==> src/rtl/mine_logic.sv <==
// mine_logic: 8x8 minesweeper game-state engine (cursor, flag map, reveal map, win/loss).
// Flood reveal of zero-count regions is compiled in when MINE_LOGIC_FLOOD_FILL_EN is defined.
module mine_logic (
    input  logic        clk,
    input  logic        reset,
    input  logic [63:0] mine_map,
    input  logic        load,
    input  logic        step,
    input  logic        flag,
    input  logic        mv_up,
    input  logic        mv_down,
    input  logic        mv_left,
    input  logic        mv_right,
    output logic [63:0] mine_map_q,
    output logic [63:0] flag_map,
    output logic [63:0] step_map,
    output logic [5:0]  cursor,
    output logic        busy,
    output logic        game_over,
    output logic        game_won
);
    localparam int unsigned CELLS = 64;
    localparam int unsigned DIM   = 8;
    localparam int unsigned IDX_W = 6;
    localparam int unsigned RC_W  = 3;
    localparam int unsigned CNT_W = 4;

`ifdef MINE_LOGIC_FLOOD_FILL_EN
    typedef enum logic [1:0] {
        IDLE = 2'd0,
        SCAN = 2'd1,
        LOST = 2'd2,
        WON  = 2'd3
    } state_t;
`else
    typedef enum logic [1:0] {
        IDLE = 2'd0,
        LOST = 2'd2,
        WON  = 2'd3
    } state_t;
`endif

    state_t           state, state_nxt;
    logic [CELLS-1:0] mine_nxt, flag_nxt, step_nxt;
    logic [IDX_W-1:0] cursor_nxt;
    logic             over_nxt, won_nxt;
    logic [RC_W-1:0]  cur_row, cur_col;

    assign cur_row = cursor[5:3];
    assign cur_col = cursor[2:0];

`ifdef MINE_LOGIC_FLOOD_FILL_EN
    logic [IDX_W-1:0] idx, idx_nxt;
    logic             changed, changed_nxt;
    logic             busy_nxt;
    logic [CELLS-1:0] zero_map;
    logic             scan_reveal_c;

    // Mask of the up-to-8 in-bounds neighbours of a cell.
    function automatic logic [CELLS-1:0] nbr_mask(input logic [IDX_W-1:0] cell);
        logic [CELLS-1:0] m;
        int r;
        int c;
        m = '0;
        for (int dr = -1; dr <= 1; dr++) begin
            for (int dc = -1; dc <= 1; dc++) begin
                r = int'(cell[5:3]) + dr;
                c = int'(cell[2:0]) + dc;
                if ((dr != 0 || dc != 0) && r >= 0 && r < int'(DIM) && c >= 0 && c < int'(DIM))
                    m[IDX_W'(r * int'(DIM) + c)] = 1'b1;
            end
        end
        return m;
    endfunction

    function automatic logic [CNT_W-1:0] popcount(input logic [CELLS-1:0] v);
        logic [CNT_W-1:0] n;
        n = '0;
        for (int i = 0; i < int'(CELLS); i++)
            n = n + CNT_W'(v[i]);
        return n;
    endfunction

    // Cells whose neighbour count is zero.
    always_comb begin
        zero_map = '0;
        for (int i = 0; i < int'(CELLS); i++)
            zero_map[i] = (popcount(mine_map_q & nbr_mask(IDX_W'(i))) == '0);
    end

    // Scan cell reveal: closed, unflagged, safe, next to an open zero-count cell.
    always_comb begin
        scan_reveal_c = !step_map[idx] && !flag_map[idx] && !mine_map_q[idx]
                        && (|(step_map & zero_map & nbr_mask(idx)));
    end
`endif

    // Next-state and datapath update.
    always_comb begin
        state_nxt  = state;
        mine_nxt   = mine_map_q;
        flag_nxt   = flag_map;
        step_nxt   = step_map;
        cursor_nxt = cursor;
        over_nxt   = game_over;
        won_nxt    = game_won;
`ifdef MINE_LOGIC_FLOOD_FILL_EN
        idx_nxt     = idx;
        changed_nxt = changed;
`endif
        if (load) begin
            state_nxt  = IDLE;
            mine_nxt   = mine_map;
            flag_nxt   = '0;
            step_nxt   = '0;
            cursor_nxt = '0;
            over_nxt   = 1'b0;
            won_nxt    = 1'b0;
`ifdef MINE_LOGIC_FLOOD_FILL_EN
            idx_nxt     = '0;
            changed_nxt = 1'b0;
`endif
        end else begin
            case (state)
                IDLE: begin
                    if (!game_over && !game_won) begin
                        if (&(step_map | mine_map_q)) begin
                            won_nxt   = 1'b1;
                            state_nxt = WON;
                        end else if (step) begin
                            if (!flag_map[cursor] && !step_map[cursor]) begin
                                step_nxt[cursor] = 1'b1;
                                if (mine_map_q[cursor]) begin
                                    over_nxt  = 1'b1;
                                    state_nxt = LOST;
                                end
`ifdef MINE_LOGIC_FLOOD_FILL_EN
                                else if (zero_map[cursor]) begin
                                    state_nxt   = SCAN;
                                    idx_nxt     = '0;
                                    changed_nxt = 1'b0;
                                end
`endif
                            end
                        end else if (flag) begin
                            if (!step_map[cursor])
                                flag_nxt[cursor] = !flag_map[cursor];
                        end else if (mv_up) begin
                            if (cur_row != '0)
                                cursor_nxt = {cur_row - RC_W'(1), cur_col};
                        end else if (mv_down) begin
                            if (cur_row != RC_W'(DIM - 1))
                                cursor_nxt = {cur_row + RC_W'(1), cur_col};
                        end else if (mv_left) begin
                            if (cur_col != '0)
                                cursor_nxt = {cur_row, cur_col - RC_W'(1)};
                        end else if (mv_right) begin
                            if (cur_col != RC_W'(DIM - 1))
                                cursor_nxt = {cur_row, cur_col + RC_W'(1)};
                        end
                    end
                end
`ifdef MINE_LOGIC_FLOOD_FILL_EN
                SCAN: begin
                    if (scan_reveal_c)
                        step_nxt[idx] = 1'b1;
                    // A reveal at the last index still counts toward another pass.
                    if (idx == IDX_W'(CELLS - 1)) begin
                        if (changed || scan_reveal_c) begin
                            idx_nxt     = '0;
                            changed_nxt = 1'b0;
                        end else begin
                            state_nxt = IDLE;
                        end
                    end else begin
                        idx_nxt     = idx + IDX_W'(1);
                        changed_nxt = changed || scan_reveal_c;
                    end
                end
`endif
                default: ;
            endcase
        end
    end

`ifdef MINE_LOGIC_FLOOD_FILL_EN
    assign busy_nxt = (state_nxt == SCAN);
`else
    assign busy = 1'b0;
`endif

    // State and output registers.
    always_ff @(posedge clk) begin
        if (reset) begin
            state      <= IDLE;
            mine_map_q <= '0;
            flag_map   <= '0;
            step_map   <= '0;
            cursor     <= '0;
            game_over  <= 1'b0;
            game_won   <= 1'b0;
`ifdef MINE_LOGIC_FLOOD_FILL_EN
            idx        <= '0;
            changed    <= 1'b0;
            busy       <= 1'b0;
`endif
        end else begin
            state      <= state_nxt;
            mine_map_q <= mine_nxt;
            flag_map   <= flag_nxt;
            step_map   <= step_nxt;
            cursor     <= cursor_nxt;
            game_over  <= over_nxt;
            game_won   <= won_nxt;
`ifdef MINE_LOGIC_FLOOD_FILL_EN
            idx        <= idx_nxt;
            changed    <= changed_nxt;
            busy       <= busy_nxt;
`endif
        end
    end

endmodule

==> config.mk <==
export PLATFORM = sky130hd
export DESIGN_NAME = mine_logic
export DESIGN_NICKNAME = d
export VERILOG_FILES = /design/src/rtl/mine_logic.sv
export SDC_FILE = /design/constraint.sdc
export NUM_CORES = 1
export LEC_CHECK = 0
export CAP_MARGIN = 20
export CORE_MARGIN = 3
export CORE_UTILIZATION = 50
export CTS_CLUSTER_SIZE = 8
export DETAILED_ROUTE_END_ITERATION = 6
export HOLD_SLACK_MARGIN = 0.06
export PLACE_DENSITY = 0.91
export SLEW_MARGIN = 20
export SYNTH_ARGS = -nofsm -noshare
export SYNTH_HDL_FRONTEND = slang
export SYNTH_SLANG_ARGS = --single-unit
==> constraint.sdc <==
create_clock -name clk -period 5.15 [get_ports clk]
set_input_delay 1.545 -clock clk [delete_from_list [all_inputs] [get_ports clk]]
set_output_delay 1.545 -clock clk [all_outputs]
set_load 0.01 [all_outputs]
==> metrics.yaml, run 1 <==
status: "finished clean"
finalMaxSlewViolations: 0
synth_edf_count: 0
ant_nets: 0
yosysMostFrequentCell: "dfxtp_1"
hold_class: "reg2reg"
antenna_found_initial: 0
portBuffers: 272
row_count: 50
cts.repair.resized: 0
synth-async-reset-ratio_pct: 0
gp_congestion: 1.015
reg2reg_from: "cursor[2]"
worst_pin_slew_ns: 1.163
vdd_drop_max_mv: 0.2461
dpl.hpwl_microns: 27200
firstDrtPassIters: 7
cp_top_family: "simple AND/OR/NAND/NOR gates"
globalRouteOverflowTotal: 0
power.switching_w: 0.0008537
synth_seq_cells: 202
wl_per_cell_microns: 25.55
critical_path_arrival_ns: 4.28
r2r_slack_ns: 1.26
num_antenna_cells: 0
worstPathMaxFanout: 80
min_to: "flag_map[18]"
finalWorstPathRequiredPeriod_ns: 3.886
top_level_ports: 274
path_cells: "buf_12, nor2b_1, a22oi_1, nand3_1, nand4_1, nor4_4, buf_4, nand4_1, mux2i_1"
core_area_sq_um: 18960
p_sw_share_pct: 23.80
p_leak_nw: 4.778
syn_to_final_growth_pct: 36.07
first_global_vias: 9748
post_cts_buffers: 0
syn-num-nets: 1113
drc: 0
fp.dieW_microns: 145.9
cts_hold_buf: 0
min_from: "flag_map[18]"
grtUsageMet3_pct: 8.845
avgSynthCellArea_sq_um: 9.451
fin_skew_ns: 0.01552
drive_above_1_share_pct: 7.968
rsz0062_at_grt: "no"
maxSlewHeadroom_pct: 22.16
cp_common_cell: "nand4_1"
finalCritPeriodShare_pct: 75.46
final_hold_viol_count: 0
maxCapViolCount: 0
fin_setup_tns_ns: 0
power_density_nw_per_um2: 269.5
htree_levels: 1
worstPathRequired_ns: 5.54
final_util_pct: 70.22
grt_pass1_wl_microns: 58220
busiest_layer: "met2"
cp_slowest_cell: "dfxtp_2"
vias_per_cell: 6.692
ys_warn_count: 0
fin_total_pwr_w: 0.003587
intPower_w: 0.002733
synthTopCellsByCount: "dfxtp_1 (202), mux2i_1 (135), nor2_1 (96)"
ys_seq_area_share_pct: 41.34
gr-usage-met2_pct: 55.29
fin_nets: 1333
clk_latency_ns: 0.53
p_clk_share_pct: 45.3
syn_inst: 1035
cts_made_buffers: 29
die-area_sq_um: 21280
r2r-end: "flag_map[47]"
cts_root_buf: "clkbuf_16"
synth_area_sq_um: 9782
cp_slowest_stage_delay_ns: 0.79
yosys.area.top_type: "dfxtp_1"
use_met1_pct: 43.75
synth_top_flop_cell: "dfxtp_1"
startpoint_type: "register"
grt_max_degree: 102
synth_top_area_share_pct: 41.34
worst-path-stages: 9
gr-usage-all-layers_pct: 34.26
setup_viol: 0
clock.fmax_mhz: 257.3
initial_core_util_pct: 51.60
cts_tree: "built"
whs_path_depth: 2
worstRegToRegCells: 9
clockBufferDepth: 3
worstSetupEndpointType: "register"
cts.sinks: 202
synth_top_cells_by_area: "dfxtp_1 (41%), mux2i_1 (14%), a32o_1 (6.7%), nor2_1 (3.7%), nand4_1 (3.6%)"
drt_iter0_drc: 1589
pwr-share-comb_pct: 8.7
critPathBufInv: 2
die_h_microns: 145.9
wl_microns: 38710
clk_pin_slew_ns: 0.05
synth.distinct_cells: 62
pwr-share-seq_pct: 46.0
vias: 10140
critical_path_class: "reg2reg"
[layer usage]
layer | up-vias | part of all wire (%) | wire length, microns
li1 | 4330 | - | -
met1 | 4831 | 37 | 14220
met2 | 800 | 46 | 17690
met3 | 178 | 12 | 4766
met4 | 0 | 5.3 | 2038
met5 | - | 0 | 0
[kinds of logic (layout without fill, tap and decap cells)]
kind of cell    Yosys count  after routing  share of synthesized area [%]
flops                   202            202                          41.34
other cells               1              1                        0.03834
xor+xnor                  3              3                         0.2687
compound gates          253            253                          20.20
fa+ha+maj                 5              5                         0.7163
mux                     148            148                          16.46
buf+inv                 144            364                          6.575
simple gates            279            279                          14.40
[cells in the final DEF, fill, tap and decap left out, types with 3 or more instances in the layout]
master | Yosys | layout
a31o_1 | 22 | 22
ha_1 | 4 | 4
mux4_2 | 10 | 10
clkbuf_16 | 0 | 29
a22oi_1 | 33 | 33
nand3_1 | 25 | 25
mux2_2 | 3 | 3
o211ai_1 | 3 | 3
nor3b_2 | 0 | 3
mux2i_1 | 135 | 135
a21bo_2 | 7 | 7
or3_1 | 3 | 3
and3_1 | 6 | 5
buf_4 | 5 | 28
o22ai_1 | 45 | 45
nor4_1 | 4 | 4
a32o_1 | 65 | 65
nand2b_1 | 4 | 4
clkdlybuf4s50_1 | 0 | 270
nand4_1 | 56 | 56
nand2_1 | 54 | 54
nor2b_1 | 4 | 4
a31oi_1 | 3 | 3
nor2_1 | 96 | 95
inv_1 | 30 | 30
o21ai_0 | 3 | 3
dfxtp_1 | 202 | 200
a22o_1 | 7 | 7
and3b_1 | 3 | 3
a221oi_1 | 12 | 12
a21oi_1 | 38 | 38
[per-stage QoR]
step                      cells  area [sq um]  hold slack, ns  setup slack [ns]
after floorplan            1035          9782          0.4381             2.149
after global placement     1484         12570          0.4479             1.333
after detailed placement   1484         12570          0.4730             1.227
after CTS                  1515         13310          0.4799             1.332
after global routing       1515         13310          0.5018             1.066
final                      1515         13310          0.4837             1.264
[how the worst max path moves through the flow]
stage | end | from | slack, ns
after floorplan | flag_map[5] | step | 2.15
after global placement | flag_map[5] | step | 1.33
after detailed placement | flag_map[7] | step | 1.23
after CTS | cursor[0] | cursor[0] | 1.33
after global routing | flag_map[58] | cursor[2] | 1.07
final | flag_map[47] | cursor[2] | 1.26
[state kept, by name (all words and copies together) (netlist names)]
register	flops
flag_map	64
mine_map_q	64
step_map	64
cursor	6
state	2
game_over	1
game_won	1
[worst reg2reg max path, stage by stage, from the launching register on]
cell     delay (ns)
dfxtp_2        0.79
buf_12         0.29
nor2b_1        0.61
a22oi_1        0.15
nand3_1        0.18
nand4_1        0.30
nor4_4         0.34
buf_4          0.68
nand4_1        0.24
mux2i_1        0.20
[power groups by stage]
stage	sequential (W)	combinational (W)	clock [W]
floorplan	0.00167	0.000146	0
global placement	0.00168	0.000301	0
detailed placement	0.00168	0.000305	0
CTS	0.00165	0.000309	0.00163
global route	0.00165	0.000330	0.00169
finish	0.00165	0.000312	0.00162
[cell type report]
cell class | count | area (sq um)
clock inverters | 1 | 7.507
fillers | 1383 | 5645
clock buffers | 30 | 729.5
flip-flops and latches | 202 | 4046
inverters | 32 | 120.1
repair buffers | 301 | 2958
well taps | 260 | 325.3
multi-input cells | 689 | 5124
No activity file was read; power rests on OpenSTA's default activity.
==> run 2, diff against run 1 <==
--- a/config.mk
+++ b/config.mk
@@ -7,11 +7,11 @@
 export LEC_CHECK = 0
 export CAP_MARGIN = 20
 export CORE_MARGIN = 3
-export CORE_UTILIZATION = 50
+export CORE_UTILIZATION = 49
 export CTS_CLUSTER_SIZE = 8
 export DETAILED_ROUTE_END_ITERATION = 6
 export HOLD_SLACK_MARGIN = 0.06
-export PLACE_DENSITY = 0.91
+export PLACE_DENSITY = 0.9
 export SLEW_MARGIN = 20
 export SYNTH_ARGS = -nofsm -noshare
 export SYNTH_HDL_FRONTEND = slang
==> constraint.sdc (replaced) <==
create_clock -name clk -period 4.1 [get_ports clk]
set_input_delay 1.23 -clock clk [delete_from_list [all_inputs] [get_ports clk]]
set_output_delay 1.23 -clock clk [all_outputs]
set_load 0.01 [all_outputs]
==> metrics.yaml, run 2 (synthesis gave the netlist of run 1 again) <==
cts.repair.resized: 0
wl_microns: 39680
drt_iter0_drc: 1668
place_area_sq_um: 12700
biggestRegsByFlops: "flag_map x64, mine_map_q x64, step_map x64"
fin_total_pwr_w: 0.004513
vias: 10220
fin_skew_ns: 0.02186
num_antenna_cells: 0
row_count: 51
finalMaxSlewViolations: 0
cts_tree: "built"
crit_end: "flag_map[8]"
status: "finished clean"
die_h_microns: 147.3
cp_slowest_stage_delay_ns: 0.73
final_hold_viol_count: 0
r2r-end: "flag_map[8]"
worstPathMaxFanout: 34
fp.dieW_microns: 147.3
cts_made_buffers: 29
mostFrequentLayoutCells: "clkdlybuf4s50_1 (270), dfxtp_1 (200), mux2i_1 (135)"
antenna_found_initial: 0
first_global_vias: 9760
cp-startpoint: "cursor[1]"
worstRegToRegCells: 9
clock.fmax_mhz: 288.7
clk_latency_ns: 0.54
path_cells: "mux4_2, and3_1, a31oi_1, nand4_1, nor4b_4, buf_4, nand2_1, buf_12, mux2i_1"
drc: 0
worst_pin_slew_ns: 1.125
cp_slowest_cell: "dfxtp_2"
setup_viol: 0
htree_levels: 1
fin_nets: 1348
critical_path_arrival_ns: 3.91
wl_per_cell_microns: 25.86
clk_pin_slew_ns: 0.05
syn_to_final_growth_pct: 37.43
power_density_nw_per_um2: 335.7
cts.sinks: 202
core_area_sq_um: 19530
gr-usage-all-layers_pct: 34.88
rsz0062_at_grt: "no"
drive_above_1_share_pct: 9.062
top_level_ports: 274
startpoint_type: "register"
p_leak_nw: 4.867
mostFrequentLayoutCell: "clkdlybuf4s50_1"
maxSlewHeadroom_pct: 25.03
critPathBufInv: 2
grt_pass1_wl_microns: 59460
cts_root_buf: "clkbuf_16"
globalRouteOverflowTotal: 0
fin_setup_tns_ns: 0
hold_class: "reg2reg"
vias_per_cell: 6.660
worst-path-stages: 9
dpl.hpwl_microns: 28180
finalWorstPathRequiredPeriod_ns: 3.464
maxCapViolCount: 0
fin_area_sq_um: 13440
cp_top_family: "simple AND/OR/NAND/NOR gates"
finalCritPeriodShare_pct: 84.48
critical_path_class: "reg2reg"
die-area_sq_um: 21690
ant_nets: 0
initial_core_util_pct: 50.10
gp_congestion: 1.016
worstSetupEndpointType: "register"
worstPathRequired_ns: 4.55
clockBufferDepth: 3
post_cts_buffers: 0
firstDrtPassIters: 6
grt_max_degree: 102
reg2reg_from: "cursor[1]"
portBuffers: 272
cts_hold_buf: 0
vdd_drop_max_mv: 0.3859
r2r_slack_ns: 0.64
-- run 2: layer usage --
metal  track usage, %  part of all wire [%]  wire, microns  up-vias
met5                0                     0              0        -
met1            45.77                    36          14450     4862
li1                 -                     -              -     4358
met2            55.37                    46          18110      850
met3            8.205                    13           5240      146
met4            14.82                   4.7           1880        0
-- run 2: worst register-to-register path, delay by kind of cell (launching register included) --
kind	cells	cell delay, ns
simple gates	4	1.03
mux	2	0.76
buf+inv	2	0.74
flops	1	0.73
compound gates	1	0.15
-- run 2: final cells by class --
type,instances,area [sq um]
fillers,1465,6083
multi-input cells,689,5127
flip-flops and latches,202,4046
repair buffers,316,3083
clock buffers,29,725.7
well taps,265,331.6
inverters,32,120.1
clock inverters,1,8.758
-- run 2: worst min path at each step --
stage                 startpoint           end  slack [ns]  cells after the start
floorplan               state[0]      state[0]        0.44                      2
global placement        state[0]      state[0]        0.45                      2
detailed placement  flag_map[36]  flag_map[36]        0.48                      2
CTS                 flag_map[41]  flag_map[41]        0.48                      2
global route        flag_map[20]  flag_map[20]        0.50                      2
finish              flag_map[41]  flag_map[41]        0.48                      2
-- run 2: stage by stage --
step	worst slack [ns]	instances	util, %	hold slack (ns)
floorplan	1.414	1035	-	0.4381
global placement	0.7155	1504	65.06	0.4513
finish	0.6362	1534	68.85	0.4806
global route	0.4548	1534	68.85	0.5025
CTS	0.5701	1534	68.83	0.4839
detailed placement	0.5939	1504	65.06	0.4753
-- run 2: report_power, final --
| group | switching, W | internal (W) | leakage (nW) |
|---|---|---|---|
| Clock | 0.000814 | 0.00123 | 0.361 |
| Combinational | 0.000199 | 0.000201 | 2.86 |
| Sequential | 0.0000658 | 0.00201 | 1.64 |
| Total | 0.00108 | 0.00343 | 4.87 |
